File: src/rtl/pc_sequencer_pkg.sv
// Shared definitions for the PC sequencer: state encodings and defaults.
// Imported by the sequencer top and its next-PC selector.
package pc_sequencer_pkg;

  localparam int          DEF_ADDR_WIDTH   = 16;
  localparam int          DEF_CNT_WIDTH    = 16;
  localparam logic [15:0] DEF_RESET_VECTOR = 16'h0000;
  localparam logic [15:0] DEF_PC_INC       = 16'h0001;

  localparam logic [2:0] BOOT   = 3'd0;
  localparam logic [2:0] FETCH  = 3'd1;
  localparam logic [2:0] ISSUE  = 3'd2;
  localparam logic [2:0] EXEC   = 3'd3;
  localparam logic [2:0] UPDATE = 3'd4;
  localparam logic [2:0] HALT   = 3'd5;

endpackage

File: src/rtl/next_pc_select.sv
// Next-PC priority mux: jump over branch over sequential increment.
// Halt is resolved by the FSM, which simply skips the PC capture.
module next_pc_select
  import pc_sequencer_pkg::*;
#(
  parameter int                    ADDR_WIDTH = DEF_ADDR_WIDTH,
  parameter logic [ADDR_WIDTH-1:0] PC_INC     = ADDR_WIDTH'(DEF_PC_INC)
) (
  input  logic [ADDR_WIDTH-1:0] pc_cur,
  input  logic                  jump,
  input  logic [ADDR_WIDTH-1:0] jump_target,
  input  logic                  branch_taken,
  input  logic [ADDR_WIDTH-1:0] branch_target,
  output logic [ADDR_WIDTH-1:0] npc
);

  always_comb begin
    npc = pc_cur + PC_INC;
    if (jump) begin
      npc = jump_target;
    end else if (branch_taken) begin
      npc = branch_target;
    end
  end

endmodule

File: src/rtl/pc_sequencer.sv
// Multi-cycle fetch/commit controller driving an external, reset-less
// program_counter through pc_next/pc_write.
module pc_sequencer
  import pc_sequencer_pkg::*;
#(
  parameter int                    ADDR_WIDTH   = DEF_ADDR_WIDTH,
  parameter logic [ADDR_WIDTH-1:0] RESET_VECTOR = ADDR_WIDTH'(DEF_RESET_VECTOR),
  parameter logic [ADDR_WIDTH-1:0] PC_INC       = ADDR_WIDTH'(DEF_PC_INC),
  parameter int                    CNT_WIDTH    = DEF_CNT_WIDTH
) (
  input  logic                  clk,
  input  logic                  reset,
  input  logic [ADDR_WIDTH-1:0] pc_cur,
  output logic [ADDR_WIDTH-1:0] pc_next,
  output logic                  pc_write,
  output logic                  imem_req,
  output logic [ADDR_WIDTH-1:0] imem_addr,
  input  logic                  imem_ready,
  output logic                  instr_valid,
  input  logic                  exec_done,
  input  logic                  jump,
  input  logic [ADDR_WIDTH-1:0] jump_target,
  input  logic                  branch_taken,
  input  logic [ADDR_WIDTH-1:0] branch_target,
  input  logic                  halt,
  input  logic                  stall,
  output logic                  halted,
  output logic [CNT_WIDTH-1:0]  retired_cnt,
  output logic [2:0]            state_dbg
);

  logic [2:0]            state;
  logic [2:0]            state_nx;
  logic [ADDR_WIDTH-1:0] pc_q;
  logic [ADDR_WIDTH-1:0] npc;
  logic [CNT_WIDTH-1:0]  cnt_q;
  logic                  done;

  next_pc_select #(
    .ADDR_WIDTH (ADDR_WIDTH),
    .PC_INC     (PC_INC)
  ) u_npc (
    .pc_cur        (pc_cur),
    .jump          (jump),
    .jump_target   (jump_target),
    .branch_taken  (branch_taken),
    .branch_target (branch_target),
    .npc           (npc)
  );

  assign done = (state == EXEC) && exec_done && !stall;

  always_ff @(posedge clk) begin
    if (!reset) begin
      state <= BOOT;
    end else begin
      state <= state_nx;
    end
  end

  always_comb begin
    state_nx = BOOT;
    unique case (state)
      BOOT:    state_nx = FETCH;
      FETCH:   state_nx = (imem_ready && !stall) ? ISSUE : FETCH;
      ISSUE:   state_nx = EXEC;
      EXEC:    state_nx = !done ? EXEC : (halt ? HALT : UPDATE);
      UPDATE:  state_nx = FETCH;
      HALT:    state_nx = HALT;
      default: state_nx = BOOT;
    endcase
  end

  // Halting retires the instruction but leaves the PC where it is.
  always_ff @(posedge clk) begin
    if (!reset) begin
      pc_q  <= RESET_VECTOR;
      cnt_q <= '0;
    end else if (done) begin
      cnt_q <= cnt_q + CNT_WIDTH'(1);
      if (!halt) begin
        pc_q <= npc;
      end
    end
  end

  always_comb begin
    pc_write    = 1'b0;
    pc_next     = pc_q;
    imem_req    = 1'b0;
    instr_valid = 1'b0;
    halted      = 1'b0;
    unique case (state)
      BOOT: begin
        pc_write = 1'b1;
        pc_next  = RESET_VECTOR;
      end
      FETCH:   imem_req    = 1'b1;
      ISSUE:   instr_valid = 1'b1;
      UPDATE:  pc_write    = 1'b1;
      HALT:    halted      = 1'b1;
      default: ;
    endcase
  end

  assign imem_addr   = pc_cur;
  assign retired_cnt = cnt_q;
  assign state_dbg   = state;

endmodule

File: config.mk
export PLATFORM = sky130hd
export DESIGN_NAME = pc_sequencer
export DESIGN_NICKNAME = d
export VERILOG_FILES = /design/src/rtl/pc_sequencer_pkg.sv /design/src/rtl/next_pc_select.sv /design/src/rtl/pc_sequencer.sv
export SDC_FILE = /design/constraint.sdc
export NUM_CORES = 1
export LEC_CHECK = 0
export CAP_MARGIN = 20
export CELL_PAD_IN_SITES_DETAIL_PLACEMENT = 0
export CELL_PAD_IN_SITES_GLOBAL_PLACEMENT = 1
export CORE_MARGIN = 2
export CORE_UTILIZATION = 30
export DETAILED_ROUTE_END_ITERATION = 8
export HOLD_SLACK_MARGIN = 0.06
export PLACE_DENSITY = 0.87
export SYNTH_ARGS = -nofsm -noshare
export SYNTH_HDL_FRONTEND = slang
export SYNTH_SLANG_ARGS = --single-unit
File: constraint.sdc
create_clock -name clk -period 2.6 [get_ports clk]
set_input_delay 0.26 -clock clk [delete_from_list [all_inputs] [get_ports clk]]
set_output_delay 0.26 -clock clk [all_outputs]
set_load 0.05 [all_outputs]
# ---- Yosys cells after proc, flatten, opt, wreduce, memory -nomap -nowiden
# Index checks and enable logic that the tools add are counted.
dict set report totals {
  reg_bits 35
  in_bits 56
  output_inout_bits 55
  elab_cells 29
}
dict set report classes {
  addsub 2
  n_eq_ne 5
  mux 11
  bitwise_logic 1
  n_reduce_logical 7
}
# operator count
set op_table {}
lappend op_table {{2-to-1 mux 16 bit} 3}
lappend op_table {{adder 16 x 1 -> 16 bit (second input constant)} 2}
lappend op_table {{case mux 3 bit (5 select lines)} 1}
lappend op_table {{equality test 3 x 2 -> 1 bit (second input constant)} 2}
lappend op_table {{equality test 3 bit (second input constant)} 2}
lappend op_table {{2-to-1 mux 1 bit} 5}
lappend op_table {{equality test 3 x 1 -> 1 bit (second input constant)} 1}
lappend op_table {{logical AND 1 bit} 3}
lappend op_table {{zero test 3 bit} 1}
lappend op_table {{2-to-1 mux 3 bit} 1}
lappend op_table {{2-to-1 mux 2 bit} 1}
lappend op_table {{AND reduction 2 bit} 1}
lappend op_table {{OR reduction 2 bit} 1}
lappend op_table {{zero test 1 bit} 1}
lappend op_table {{NOT 1 bit} 1}

# ---- Depth between registers and ports, before layout
dict set report logic_depth {
  word_depth 5
  depth_mapped 6
  ltp_nobuf 6
}

# ---- By module
# From an unflattened synthesis, not the netlist that was laid out.
dict set report hier_totals {
  hier_cells 310
  area_unflattened_um2 2304.7
}
# module n_inst cells_per_inst area_each_um2 seq_area_each_um2
set by_module_without_submodules {}
lappend by_module_without_submodules {pc_sequencer 1 213 1704.1 700.7}
lappend by_module_without_submodules {next_pc_select 1 97 600.6 0.0}

# ---- Worst setup path before layout
# No wires, ideal clock.
dict set report synth_path {
  kind {register -> output}
  start {register state[1], in the netlist state_dbg[1]}
  end {output instr_valid}
  arrival_ns 2.026
  required_ns 2.340
  path_slack_ns 0.314
  stages_incl_launch_ff 3
  path_buffers 1
  path_cell_list {dfxtp_1 buf_4 nor3b_1}
}
dict set report synth_via {
  elab_chain_len 2
}
# item line_no
set synth_rtl {}
lappend synth_rtl {{start: declaration} pc_sequencer.sv:32} ;# logic [2:0] state;
lappend synth_rtl {{start signal: assignment} pc_sequencer.sv:57} ;# state <= state_nx;
lappend synth_rtl {{equality test 3 x 2 -> 1 bit} pc_sequencer.sv:93} ;# unique case (state)
lappend synth_rtl {{2-to-1 mux 1 bit} pc_sequencer.sv:93}
lappend synth_rtl {{end: declaration} pc_sequencer.sv:19} ;# output logic instr_valid,
# No other way between the ends.

# ---- Worst setup path in the final report
dict set report layout_path {
  start {register state[0], in the netlist state_dbg[0]}
  end {output pc_next[6]}
}
dict set report layout_via {
  elab_chain_len 2
}
# item line_no
set layout_rtl {}
lappend layout_rtl {{zero test 3 bit} pc_sequencer.sv:93}
lappend layout_rtl {{2-to-1 mux 16 bit} pc_sequencer.sv:93}
lappend layout_rtl {{end: declaration} pc_sequencer.sv:14} ;# output logic [ADDR_WIDTH-1:0] pc_next,
# No other way between the ends.

==> flow_summary.yaml <==
run_status:
  status: "complete, no violations"
clock_network:
  clock-root-buffer: "clkbuf_8"
  clk_latency_ns: 0.28
  clk_path_buf_depth: 2
  clk_pin_slew_ns: 0.07
  cts_buffers: 5
  post_cts_buffers: 0
  post_cts_resized: 0
  cts_tree: "built"
  htree_levels: 2
  cts_hold_buffers: 0
  clock-sinks: 35
detailed_routing:
  dr.pass1.iters: 5
  dr_total_vias: 2262
  ant_nets: 0
  drc: 0
  routed_wl_mm: 6.227
  via_per_inst: 4.732
  drt-initial-drc-count: 40
  avgRoutedWirePerCell_microns: 13.03
placed_design:
  place_hpwl_mm: 4.881
  dp_cells: 470
  port_buffers: 110
  placedInstanceArea_sq_mm: 0.003369
  gp_routability_congestion: 0.8243
pwr:
  power_frac_seq: 0.405
  total_power_w: 0.001348
  p_sw_w: 0.0003563
  swShare: 0.2644
  pwr-share-clk: 0.371
  power.internal_w: 0.0009915
  worst_ir_drop_vdd_uv: 258.2
  power_frac_comb: 0.224
  leakage_nw: 1.346
  power_density_mw_per_mm2: 386.5
yosys:
  ys_ff_latch: 35
  synthCells: 286
  ys_seq_area_frac: 0.3037
  syn_nets: 344
  synth_cell_types: 42
  avgSynthCellArea_sq_um: 8.067
  ys_warn_count: 0
  syn-cell-area_sq_mm: 0.002307
timing:
  slew_headroom: 0.4957
  period_share: 0.9013
  max_freq_mhz: 426.8
  rsz0062_at_grt: "false"
  setup_viol: 0
  tightest_slew_ns: 0.7540
  period_needed_ns: 2.343
  fin_skew_ns: 0.002102
  slew_viol_final: 0
  finalHoldViolCount: 0
  setup-tns-final_ns: 0
worst_hold_path:
  hold_start: "pc_q[1]"
  hold_depth: 2
  hold_end: "pc_q[1]"
  hold_path_class: "flip-flop to flip-flop"
worst_setup_path:
  r2r_start: "state_dbg[1]"
  r2r-end: "pc_q[0]"
  crit_path_end_kind: "output pin"
  worstPathRequired_ns: 2.34
  arrival_ns: 2.08
  cp_max_fo: 16
  startpoint_type: "flip-flop"
  cp-startpoint: "state_dbg[0]"
  worstSetupPathType: "flip-flop to output pin"
  reg2reg_slack_ns: 0.76
  rr_worst_depth: 5
global_route:
  grt_pass1_vias: 2188
  grt_max_degree: 22
  overflow: 0
  grt_use_total: 0.1487
  antenna_found_initial: 0
  grt_first_pass_wirelength_mm: 10.23
floorplan:
  rows: 31
  core-area_sq_mm: 0.007331
  fp.dieH_microns: 91.70
  io_pins: 111
  die_area_sq_mm: 0.008408
  die_x_microns: 91.70
  floorplan.initialDensity: 0.3147
run:
  cap_violations: 0
finish:
  final_common_cell: "clkdlybuf4s50_1"
  layoutNonFillerInstCount: 478
  fin_area_sq_mm: 0.003487
  layout-drive-gt1-share: 0.08179
  nNetsFinal: 436
  mostFrequentLayoutCells: "104 x clkdlybuf4s50_1, 35 x dfxtp_1, 31 x nand2_1"
  fillers: 712
  num_antenna_cells: 0
  syn2layout_area_growth_pct: 51.14
[metal layers]
layer,vias to the layer above,GRT usage,wire length [microns]
met5,-,0,0
met4,0,0.03483,37
met3,4,0.03944,387
met2,92,0.2506,2907
met1,1019,0.1900,2894
li1,1147,-,-
[how the worst max path moves through the flow]
stage               cells after the start     endpoint  slack [ns]
finish                                  4   pc_next[6]        0.26
global route                            4  pc_next[10]         0.1
global placement                        4  pc_next[10]        0.56
detailed placement                      7      pc_q[8]        0.52
floorplan                               2  instr_valid        0.31
CTS                                     4   pc_next[6]        0.23
[flip-flops by register name (all words and copies together) (netlist names)]
signal	flops
pc_q	16
retired_cnt	16
state_dbg	3
[logic make-up (layout without fill, tap and decap cells)]
kind of cell / count (synthesis) / count (layout) / synth area share
AND/OR/NAND/NOR: 118 / 118 / 0.3026
AO/OA/AOI/OAI: 57 / 57 / 0.1453
buffers and inverters: 39 / 132 / 0.09870
flip-flops: 35 / 35 / 0.3037
XOR/XNOR: 28 / 28 / 0.1063
multiplexers: 7 / 7 / 0.03254
adder cells (fa/ha/maj): 2 / 2 / 0.01084
[metrics by stage]
step / util / hold WS (ns) / worst slack (ns)
floorplan: - / 0.3983 / 0.3139
global placement: 0.4596 / 0.4665 / 0.5614
detailed placement: 0.4596 / 0.4701 / 0.5202
CTS: 0.4757 / 0.4801 / 0.2255
global route: 0.4757 / 0.5027 / 0.09919
finish: 0.4757 / 0.4788 / 0.2567
[power by group through the flow]
stage          registers [W]  clock network [W]  logic [W]
3_5_place_dp        0.000558                  0   0.000303
6_report            0.000546           0.000500   0.000302
4_1_cts             0.000546           0.000517   0.000304
3_3_place_gp        0.000558                  0   0.000303
2_1_floorplan       0.000561                  0   0.000163
5_1_grt             0.000546           0.000542   0.000325
[area by class of cell]
| cell class | instances | area (sq um) | area share |
|---|---|---|---|
| clock buffers | 6 | 82.58 | 0.02368 |
| clock inverters | 2 | 35.03 | 0.01005 |
| inverters | 8 | 30.03 | 0.008611 |
| multi-input cells | 212 | 1384 | 0.3968 |
| flip-flops and latches | 35 | 700.7 | 0.2009 |
| well taps | 99 | 123.9 | 0.03552 |
| repair buffers | 116 | 1131 | 0.3244 |
[cell usage after synthesis, drive strengths merged]
| library cell | n | area, sq um |
|---|---|---|
| nor3 | 7 | 62.56 |
| o31ai | 1 | 12.51 |
| o21a | 1 | 7.510 |
| a31oi | 7 | 43.79 |
| and2b | 4 | 30.03 |
| and2 | 18 | 112.6 |
| nand2 | 31 | 116.4 |
| a221oi | 1 | 15.01 |
| or4 | 1 | 7.510 |
| a31o | 1 | 8.760 |
| and3 | 3 | 18.77 |
| or3 | 1 | 6.260 |
| o21ai | 23 | 115.1 |
| inv | 8 | 30.03 |
| nor3b | 1 | 7.510 |
| a21oi | 18 | 90.09 |
| nor4 | 1 | 21.27 |
| ha | 2 | 25.02 |
| xnor2 | 18 | 157.7 |
| buf | 24 | 171.4 |
| dfxtp | 35 | 700.7 |
| nand3 | 12 | 65.06 |
| clkbuf | 7 | 26.28 |
| nor4bb | 1 | 10.01 |
| nand4 | 6 | 37.54 |
| a21boi | 2 | 15.01 |
| mux2 | 4 | 45.04 |
| nor2b | 18 | 112.6 |
| nand4b | 1 | 23.77 |
| mux2i | 3 | 30.03 |
| and4 | 3 | 26.28 |
| a22oi | 1 | 7.510 |
| xor2 | 10 | 87.58 |
| a222oi | 1 | 10.01 |
| nor2 | 10 | 40.04 |
| a32o | 1 | 10.01 |
[critical path: stages, from the launching register on]
cell,delay [ns]
dfxtp_1,0.54
nor3_2,0.09
buf_4,0.20
nor2b_1,0.15
clkdlybuf4s50_1,0.82
Power figures use the tool's default switching activity.
